--- src/rtl/sprite_lookup_pkg.sv ---
`default_nettype none
// ============================================================================
// Module   : sprite_lookup_pkg
// Brief    : Sprite register field layout, background code and FSM states.
// Revision : 1.0
// ============================================================================
package sprite_lookup_pkg;

    localparam int ACTIVE_BIT = 31;
    localparam int X_MSB      = 30;
    localparam int X_LSB      = 21;
    localparam int Y_MSB      = 20;
    localparam int Y_LSB      = 11;
    localparam int OFF_MSB    = 10;
    localparam int OFF_LSB    = 0;

    localparam logic [31:0] BG_CODE = 32'h0000_0001;

    typedef enum logic [1:0] {
        ST_IDLE = 2'd0,
        ST_SCAN = 2'd1,
        ST_DONE = 2'd2
    } state_e;

endpackage
`default_nettype wire

--- src/rtl/sprite_hit_cmp.sv ---
`default_nettype none
// ============================================================================
// Module   : sprite_hit_cmp
// Brief    : Combinational test of whether an active sprite covers a pixel.
// Revision : 1.0
// ============================================================================
module sprite_hit_cmp
    import sprite_lookup_pkg::*;
#(
    parameter int SIZE_X     = 10,
    parameter int SIZE_Y     = 10,
    parameter int SPRITE_DIM = 20
) (
    input  logic [31:0]       reg_i,
    input  logic [SIZE_X-1:0] px_i,
    input  logic [SIZE_Y-1:0] py_i,
    output logic              hit_o
);

    // One extra bit keeps the far edge of a sprite near the top of the range from wrapping.
    logic [SIZE_X:0] w_x_lo;
    logic [SIZE_X:0] w_x_hi;
    logic [SIZE_Y:0] w_y_lo;
    logic [SIZE_Y:0] w_y_hi;
    logic [SIZE_X:0] w_px;
    logic [SIZE_Y:0] w_py;
    logic            w_in_x;
    logic            w_in_y;
    logic            w_unused_off;

    assign w_x_lo = (SIZE_X+1)'(reg_i[X_MSB:X_LSB]);
    assign w_y_lo = (SIZE_Y+1)'(reg_i[Y_MSB:Y_LSB]);
    assign w_x_hi = w_x_lo + (SIZE_X+1)'(SPRITE_DIM);
    assign w_y_hi = w_y_lo + (SIZE_Y+1)'(SPRITE_DIM);
    assign w_px   = {1'b0, px_i};
    assign w_py   = {1'b0, py_i};

    assign w_in_x = (w_px >= w_x_lo) && (w_px < w_x_hi);
    assign w_in_y = (w_py >= w_y_lo) && (w_py < w_y_hi);
    assign hit_o  = reg_i[ACTIVE_BIT] && w_in_x && w_in_y;

    // The memory offset field plays no part in the bounds test.
    assign w_unused_off = ^reg_i[OFF_MSB:OFF_LSB];

endmodule
`default_nettype wire

--- src/rtl/sprite_lookup_bank.sv ---
`default_nettype none
// ============================================================================
// Module   : sprite_lookup_bank
// Brief    : Sprite register bank answering {x,y} queries with the first
//            covering sprite; COLLISION_DETECT_EN enables full-scan collision flag.
// Revision : 1.0
// ============================================================================
module sprite_lookup_bank
    import sprite_lookup_pkg::*;
#(
    parameter int N_REGS     = 32,
    parameter int SIZE_X     = 10,
    parameter int SIZE_Y     = 10,
    parameter int SPRITE_DIM = 20,
    parameter int IDX_W      = 5
) (
    input  logic                     clk,
    input  logic                     reset,
    input  logic                     check_valid,
    input  logic [SIZE_X+SIZE_Y-1:0] check_value,
    input  logic                     wr_en,
    input  logic [IDX_W-1:0]         wr_addr,
    input  logic [31:0]              wr_data,
    output logic [31:0]              data_reg,
    output logic                     data_valid,
    output logic                     busy,
    output logic                     collision
);

    logic [31:0]       regs_q [N_REGS];
    state_e            state_q;
    logic [IDX_W-1:0]  idx_q;
    logic [SIZE_X-1:0] px_q;
    logic [SIZE_Y-1:0] py_q;
    logic [31:0]       data_reg_q;
    logic              data_valid_q;
    logic              busy_q;

    logic              w_wr_addr_ok;
    logic [31:0]       w_cur;
    logic              w_hit;
    logic              w_last;

`ifdef COLLISION_DETECT_EN
    logic [31:0]       first_q;
    logic              found_q;
    logic              multi_q;
    logic              collision_q;
`endif

    generate
        if (N_REGS < (1 << IDX_W)) begin : g_addr_chk
            assign w_wr_addr_ok = (32'(wr_addr) < 32'(N_REGS));
        end else begin : g_addr_full
            assign w_wr_addr_ok = 1'b1;
        end
    endgenerate

    always_ff @(posedge clk) begin
        if (reset) begin
            for (int i = 0; i < N_REGS; i++) begin
                regs_q[i] <= '0;
            end
        end else if (wr_en && w_wr_addr_ok) begin
            regs_q[wr_addr] <= wr_data;
        end
    end

    // Reads the pre-write value, so a same-cycle write to the entry under test is seen next cycle.
    assign w_cur  = regs_q[idx_q];
    assign w_last = (idx_q == IDX_W'(N_REGS - 1));

    sprite_hit_cmp #(
        .SIZE_X     (SIZE_X),
        .SIZE_Y     (SIZE_Y),
        .SPRITE_DIM (SPRITE_DIM)
    ) u_hit_cmp (
        .reg_i (w_cur),
        .px_i  (px_q),
        .py_i  (py_q),
        .hit_o (w_hit)
    );

    always_ff @(posedge clk) begin
        if (reset) begin
            state_q      <= ST_IDLE;
            idx_q        <= '0;
            px_q         <= '0;
            py_q         <= '0;
            data_reg_q   <= BG_CODE;
            data_valid_q <= 1'b0;
            busy_q       <= 1'b0;
`ifdef COLLISION_DETECT_EN
            first_q      <= BG_CODE;
            found_q      <= 1'b0;
            multi_q      <= 1'b0;
            collision_q  <= 1'b0;
`endif
        end else begin
            case (state_q)
                ST_IDLE: begin
                    data_valid_q <= 1'b0;
                    if (check_valid) begin
                        px_q    <= check_value[SIZE_X+SIZE_Y-1:SIZE_Y];
                        py_q    <= check_value[SIZE_Y-1:0];
                        idx_q   <= '0;
                        busy_q  <= 1'b1;
                        state_q <= ST_SCAN;
`ifdef COLLISION_DETECT_EN
                        found_q <= 1'b0;
                        multi_q <= 1'b0;
`endif
                    end
                end
                ST_SCAN: begin
`ifdef COLLISION_DETECT_EN
                    if (w_hit) begin
                        if (!found_q) begin
                            first_q <= w_cur;
                            found_q <= 1'b1;
                        end else begin
                            multi_q <= 1'b1;
                        end
                    end
                    if (w_last) begin
                        data_reg_q   <= found_q ? first_q : (w_hit ? w_cur : BG_CODE);
                        collision_q  <= multi_q || (w_hit && found_q);
                        data_valid_q <= 1'b1;
                        state_q      <= ST_DONE;
                    end else begin
                        idx_q <= idx_q + IDX_W'(1);
                    end
`else
                    if (w_hit) begin
                        data_reg_q   <= w_cur;
                        data_valid_q <= 1'b1;
                        state_q      <= ST_DONE;
                    end else if (w_last) begin
                        data_reg_q   <= BG_CODE;
                        data_valid_q <= 1'b1;
                        state_q      <= ST_DONE;
                    end else begin
                        idx_q <= idx_q + IDX_W'(1);
                    end
`endif
                end
                ST_DONE: begin
                    data_valid_q <= 1'b0;
                    busy_q       <= 1'b0;
                    state_q      <= ST_IDLE;
`ifdef COLLISION_DETECT_EN
                    collision_q  <= 1'b0;
`endif
                end
                default: begin
                    state_q <= ST_IDLE;
                end
            endcase
        end
    end

    assign data_reg   = data_reg_q;
    assign data_valid = data_valid_q;
    assign busy       = busy_q;
`ifdef COLLISION_DETECT_EN
    assign collision  = collision_q;
`else
    assign collision  = 1'b0;
`endif

endmodule
`default_nettype wire

--- config.mk ---
export PLATFORM = sky130hd
export DESIGN_NAME = sprite_lookup_bank
export DESIGN_NICKNAME = d
export VERILOG_FILES = /design/src/rtl/sprite_lookup_pkg.sv /design/src/rtl/sprite_hit_cmp.sv /design/src/rtl/sprite_lookup_bank.sv
export SDC_FILE = /design/constraint.sdc
export NUM_CORES = 2
export LEC_CHECK = 0
export CAP_MARGIN = 20
export CORE_ASPECT_RATIO = 0.8
export CORE_MARGIN = 2
export CORE_UTILIZATION = 59
export CTS_BUF_LIST = sky130_fd_sc_hd__clkbuf_8
export CTS_CLUSTER_SIZE = 24
export DETAILED_ROUTE_END_ITERATION = 8
export DONT_BUFFER_PORTS = 1
export PLACE_DENSITY = 0.78
export SKIP_LAST_GASP = 1
export SLEW_MARGIN = 0
export SYNTH_ARGS = -nofsm -noshare
export SYNTH_HDL_FRONTEND = slang
export SYNTH_SLANG_ARGS = --single-unit
--- constraint.sdc ---
create_clock -name clk -period 5.5 [get_ports clk]
set_input_delay 1.1 -clock clk [delete_from_list [all_inputs] [get_ports clk]]
set_output_delay 1.1 -clock clk [all_outputs]
set_load 0.03 [all_outputs]
# == Word-level counts from Yosys, hierarchy flattened ==
# Memory sizes are Yosys's and may differ from the RTL's. A register that Yosys moved wholly into a read port is not among the register bits.
# Cells that the tools add are included.
# word_totals
n_memories,1
rom_bits,0
reg_bits,61
out_inout_bits,35
elab_cells,64
ramBits,1024
latchBits,0
# mem_list
name,depth,word_bits,rd,rd_clocked_by_memory_dff,wr,line_no,source
regs_q,32,32,1,1,32,sprite_lookup_bank.sv:30,logic [31:0] regs_q [N_REGS];
# op_classes
mul,0
bitwise_logic,0
reduce_logical,17
magnitude_cmp,4
mux,25
n_div,0
n_shift,0
add_sub_neg,3
n_eq_ne,7
# op_table
cell,n
$mux 32,3
$reduce_or 32->1,1
$mux 5,6
$add 10x5->11 const B,2
$lt 10x11->1,2
$ge 10x10->1,2
$pmux 5 s2,1
$reduce_and 2->1,5
$mux 1,9
$reduce_bool 2->1,4
$mux 2,3
$ne 2x2->1 const B,3
$add 5x1->5 const B,1
$eq 5x5->1 const B,1
$logic_and 1x1->1,4
$pmux 1 s2,2
$pmux 2 s2,1
$reduce_and 4->1,1
$ne 3x2->1 const B,1
$eq 2x1->1 const B,1
$eq 2x2->1 const B,1
$logic_not 2->1,1
$reduce_or 2->1,1

# == Longest topological paths before layout ==
# depth
ltp_word,9
ltp_mapped,23
depth_no_buf,16

# == Hierarchy ==
# Synthesis repeated with hierarchy kept, for this count alone.
# unflattened
cells_unflattened,3735
hier_area_um2,50435.9
# by_module_without_submodules
mod,n_inst,area_per_inst_um2,cells_each
sprite_lookup_bank,1,49352.3,3599
sprite_hit_cmp,1,1083.5,136

# == Worst setup path before layout ==
# No wires, ideal clock.
# synth_timing
path_kind,register to register
from,register (tool-made name)
to,"register data_reg_q[19], in the netlist data_reg[19]"
setup_slack_ns,0.107
path_stages_with_launch,23
setup_time_ns,0.065
t_required_ns,5.435
arrival_ns,5.328
synth_period_minus_slack_ns,5.393
path_cell_list,dfxtp_1 > buf_6 > buf_4 > buf_4 > buf_4 > buf_2 > buf_2 > buf_2 > mux4_2 > mux4_2 > mux2_2 > ha_1 > nand2b_1 > a21o_1 > a21oi_1 > o21ai_0 > a41oi_1 > nor4_1 > o31ai_4 > nor3_4 > buf_6 > mux2_1 > nor2_1
# synth_lines
element,line_no,source
end signal: assignment,sprite_lookup_bank.sv:135,data_reg_q <= w_cur;
end: declaration,sprite_lookup_bank.sv:35,logic [31:0] data_reg_q;

==> results_dict.tcl <==
set metrics [dict create \
    status "complete, no violations" \
    die_area_sq_um 87280 \
    worstPathRequired_ns 6.27 \
    clockBufferDepth 3 \
    dieWidth_microns 329.8 \
    drc 0 \
    place.gp.congestion 0.9043 \
    hp-class "input port to flip-flop" \
    area_delta_synth_final_pct 8.496 \
    switching_share_pct 23.52 \
    start_util_pct 59.62 \
    grt_pass1_wl_microns 205300 \
    grt_max_degree 101 \
    worstMarginPinSlew_ns 1.085 \
    cap_violations 0 \
    postCtsHoldBufs 0 \
    grt.overflow.total 0 \
    antenna_found_initial 10 \
    crit_path_max_fanout 45 \
    slew_headroom_pct 27.67 \
    fillers 5678 \
    die_h_microns 264.6 \
    totalWireLength_microns 143200 \
    synth.net_count 3395 \
    setup_viol 0 \
    fin_skew_ns 0.03619 \
    synth.distinct_cells 68 \
    pin_count 96 \
    power.density_nw_per_um2 314.1 \
    hold_ws_ns 0.3368 \
    grt-busiest-layer "met2" \
    largest_register_ffs 1024 \
    clock_sinks 1090 \
    worstSetupEndpointType "flip-flop" \
    viasPerCell 6.585 \
    vdd_drop_max_mv 0.2550 \
    startpoint_type "flip-flop" \
    p_int_uw 13060 \
    use_met2_pct 49.83 \
    netlist_instances 3294 \
    io_buffers 0 \
    clkTransAtPathRegs_ns 0.06 \
    wl_per_cell_microns 31.62 \
    gr-usage-met3_pct 11.35 \
    fmax_ghz 0.1956 \
    slew_violations 0 \
    gr-usage-met1_pct 45.40 \
    async_flop_share_pct 0 \
    leakage_uw 0.01858 \
    coreArea_sq_um 84040 \
    min_period_ns 5.112 \
    nNetsFinal 3390 \
    seq_area_frac_synth_pct 64.01 \
    grt_setup_unrepaired "no" \
    drtIter0Drc 4730 \
    final-hold-violation-count 0 \
    ant_nets 0 \
    track_usage_pct 33.33 \
    cts-root-buf "clkbuf_8" \
    fin_crit_sh_pct 92.95 \
    synth_area_per_cell_sq_um 15.21 \
    switching_power_uw 4015 \
    dr_total_vias 29830 \
    final.setup.tns_ns 0 \
    firstDrtPassIters 9 \
    numCtsBuffers 166 \
    synth_edf_count 1024 \
    synth_flop_cell "edfxtp_1" \
    grt_pass1_vias 29740 \
    cts_tree "yes" \
    yosys_warnings 0 \
    ys_ff_latch 1090 \
    layout-drive-gt1-share_pct 20.39 \
    place_hpwl_microns 83370 \
    min_from "reset" \
    num_rows 95 \
    crit_type "flip-flop to flip-flop" \
    seqPwrFrac_pct 56.4 \
    cts_max_level 4 \
    r2r_slack_ns 0.39 \
    clock_latency_ns 0.84 \
    synth_area_sq_um 50100 \
    clock_power_share_pct 36.5 \
    arrival_ns 5.88 \
    power_frac_comb_pct 7.1 \
]
## synthesized netlist by cell type (all sizes together), types with 4 or more instances
cell | n | area, sq um
and2 | 1030 | 6446
edfxtp | 1024 | 30750
mux4 | 276 | 6223
clkbuf | 228 | 855.8
nand2 | 99 | 371.6
mux2i | 75 | 763.2
nor2 | 73 | 276.5
buf | 71 | 439.2
dfxtp | 66 | 1321
a21oi | 58 | 290.3
ha | 40 | 500.5
mux2 | 34 | 382.9
or2 | 33 | 206.5
a22oi | 23 | 172.7
nand3 | 23 | 115.1
inv | 18 | 67.56
o21ai | 13 | 68.82
a21o | 8 | 60.06
nand2b | 8 | 50.05
nor2b | 8 | 50.05
a31oi | 7 | 43.79
o21a | 7 | 52.55
xor2 | 7 | 61.31
nand3b | 6 | 45.04
nor3 | 6 | 41.29
a211oi | 5 | 42.54
xnor2 | 5 | 43.79
or3b | 4 | 35.04
## worst max-delay path, cell delays in order, from the launching register on
cell and delay, ns:
dfxtp_4 0.69, buf_12 0.36, buf_4 0.42, mux4_2 0.42
mux4_2 0.49, mux2i_1 0.20, buf_4 0.22, ha_1 0.20
a211oi_1 0.06, o21ai_0 0.22, a21oi_1 0.10, nor4_1 0.47
o31ai_4 0.19, nor3_4 0.24, buf_12 0.26, mux2_1 0.35
nor2_1 0.11
## through the flow
stage,power (uW),setup WS [ns],utilization (%),std cells,area [sq um]
5_1_grt,17510,0.07340,64.67,4525,54350
3_3_place_gp,10910,0.3218,61.04,4233,51300
4_1_cts,17070,0.1866,64.59,4521,54280
3_5_place_dp,10970,0.2282,61.04,4233,51300
2_1_floorplan,10550,0.1069,-,3294,50100
6_report,17070,0.3875,64.68,4529,54360
## power groups by stage
stage | Combinational, uW | Clock, uW | Sequential, uW
after floorplan | 829 | 0 | 9730
after detailed placement | 1170 | 0 | 9810
after CTS | 1170 | 6260 | 9630
final | 1210 | 6240 | 9630
after global routing | 1250 | 6590 | 9660
after global placement | 1140 | 0 | 9770
## final cells by class
class                           instances  area, sq um  share of cell area (%)
Sequential cell                      1090        32090                   59.03
Antenna cell                            5        12.51                 0.02302
Tap cell                             1115         1395                   2.566
Clock buffer                          172         2367                   4.355
Multi-Input combinational cell       1887        16750                   30.81
Timing Repair Buffer                  126         1066                   1.961
Clock inverter                        116        614.3                   1.130
Inverter                               18        67.56                  0.1243
## layer usage
metal  share of wire (%)  vias up
met3                  16      405
met4                 4.0        0
li1                    -    12000
met2                  45     2343
met1                  35    15080
met5                   0        -
## cell families after synthesis
family	after synthesis	share of synthesized area [%]
DFF	1090	64.01
muxes	385	14.71
xor gates and xnor gates	12	0.2098
buffers and inverters	317	2.720
and+or+nand+nor	1306	15.47
adders and majority gates	40	0.9989
AOI/OAI and AO/OA	143	1.876
other	1	0.007485
## what timing repair did
action	4_1_cts	5_1_grt
buffers inserted	0	2
resized for setup	0	0
endpoints found under the setup margin	0	26
## placed cells by master (no fill, tap or decap), types with 58 or more instances in the layout
cell type,synthesis,routed
a21oi_1,58,58
and2_1,1029,1029
buf_4,12,117
clkbuf_8,0,172
dfxtp_1,66,61
edfxtp_1,1024,1024
inv_1,17,66
mux2i_1,74,74
mux4_2,274,274
nand2_1,99,99
## final timing paths
| check | endpoint | cells after the start |
|---|---|---|
| max | data_reg[28] | 16 |
| min reg2reg | px_q[0] | 2 |
| min | data_reg[31] | 1 |
| max reg2reg | data_reg[28] | 16 |
Power figures use the tool's default switching activity.
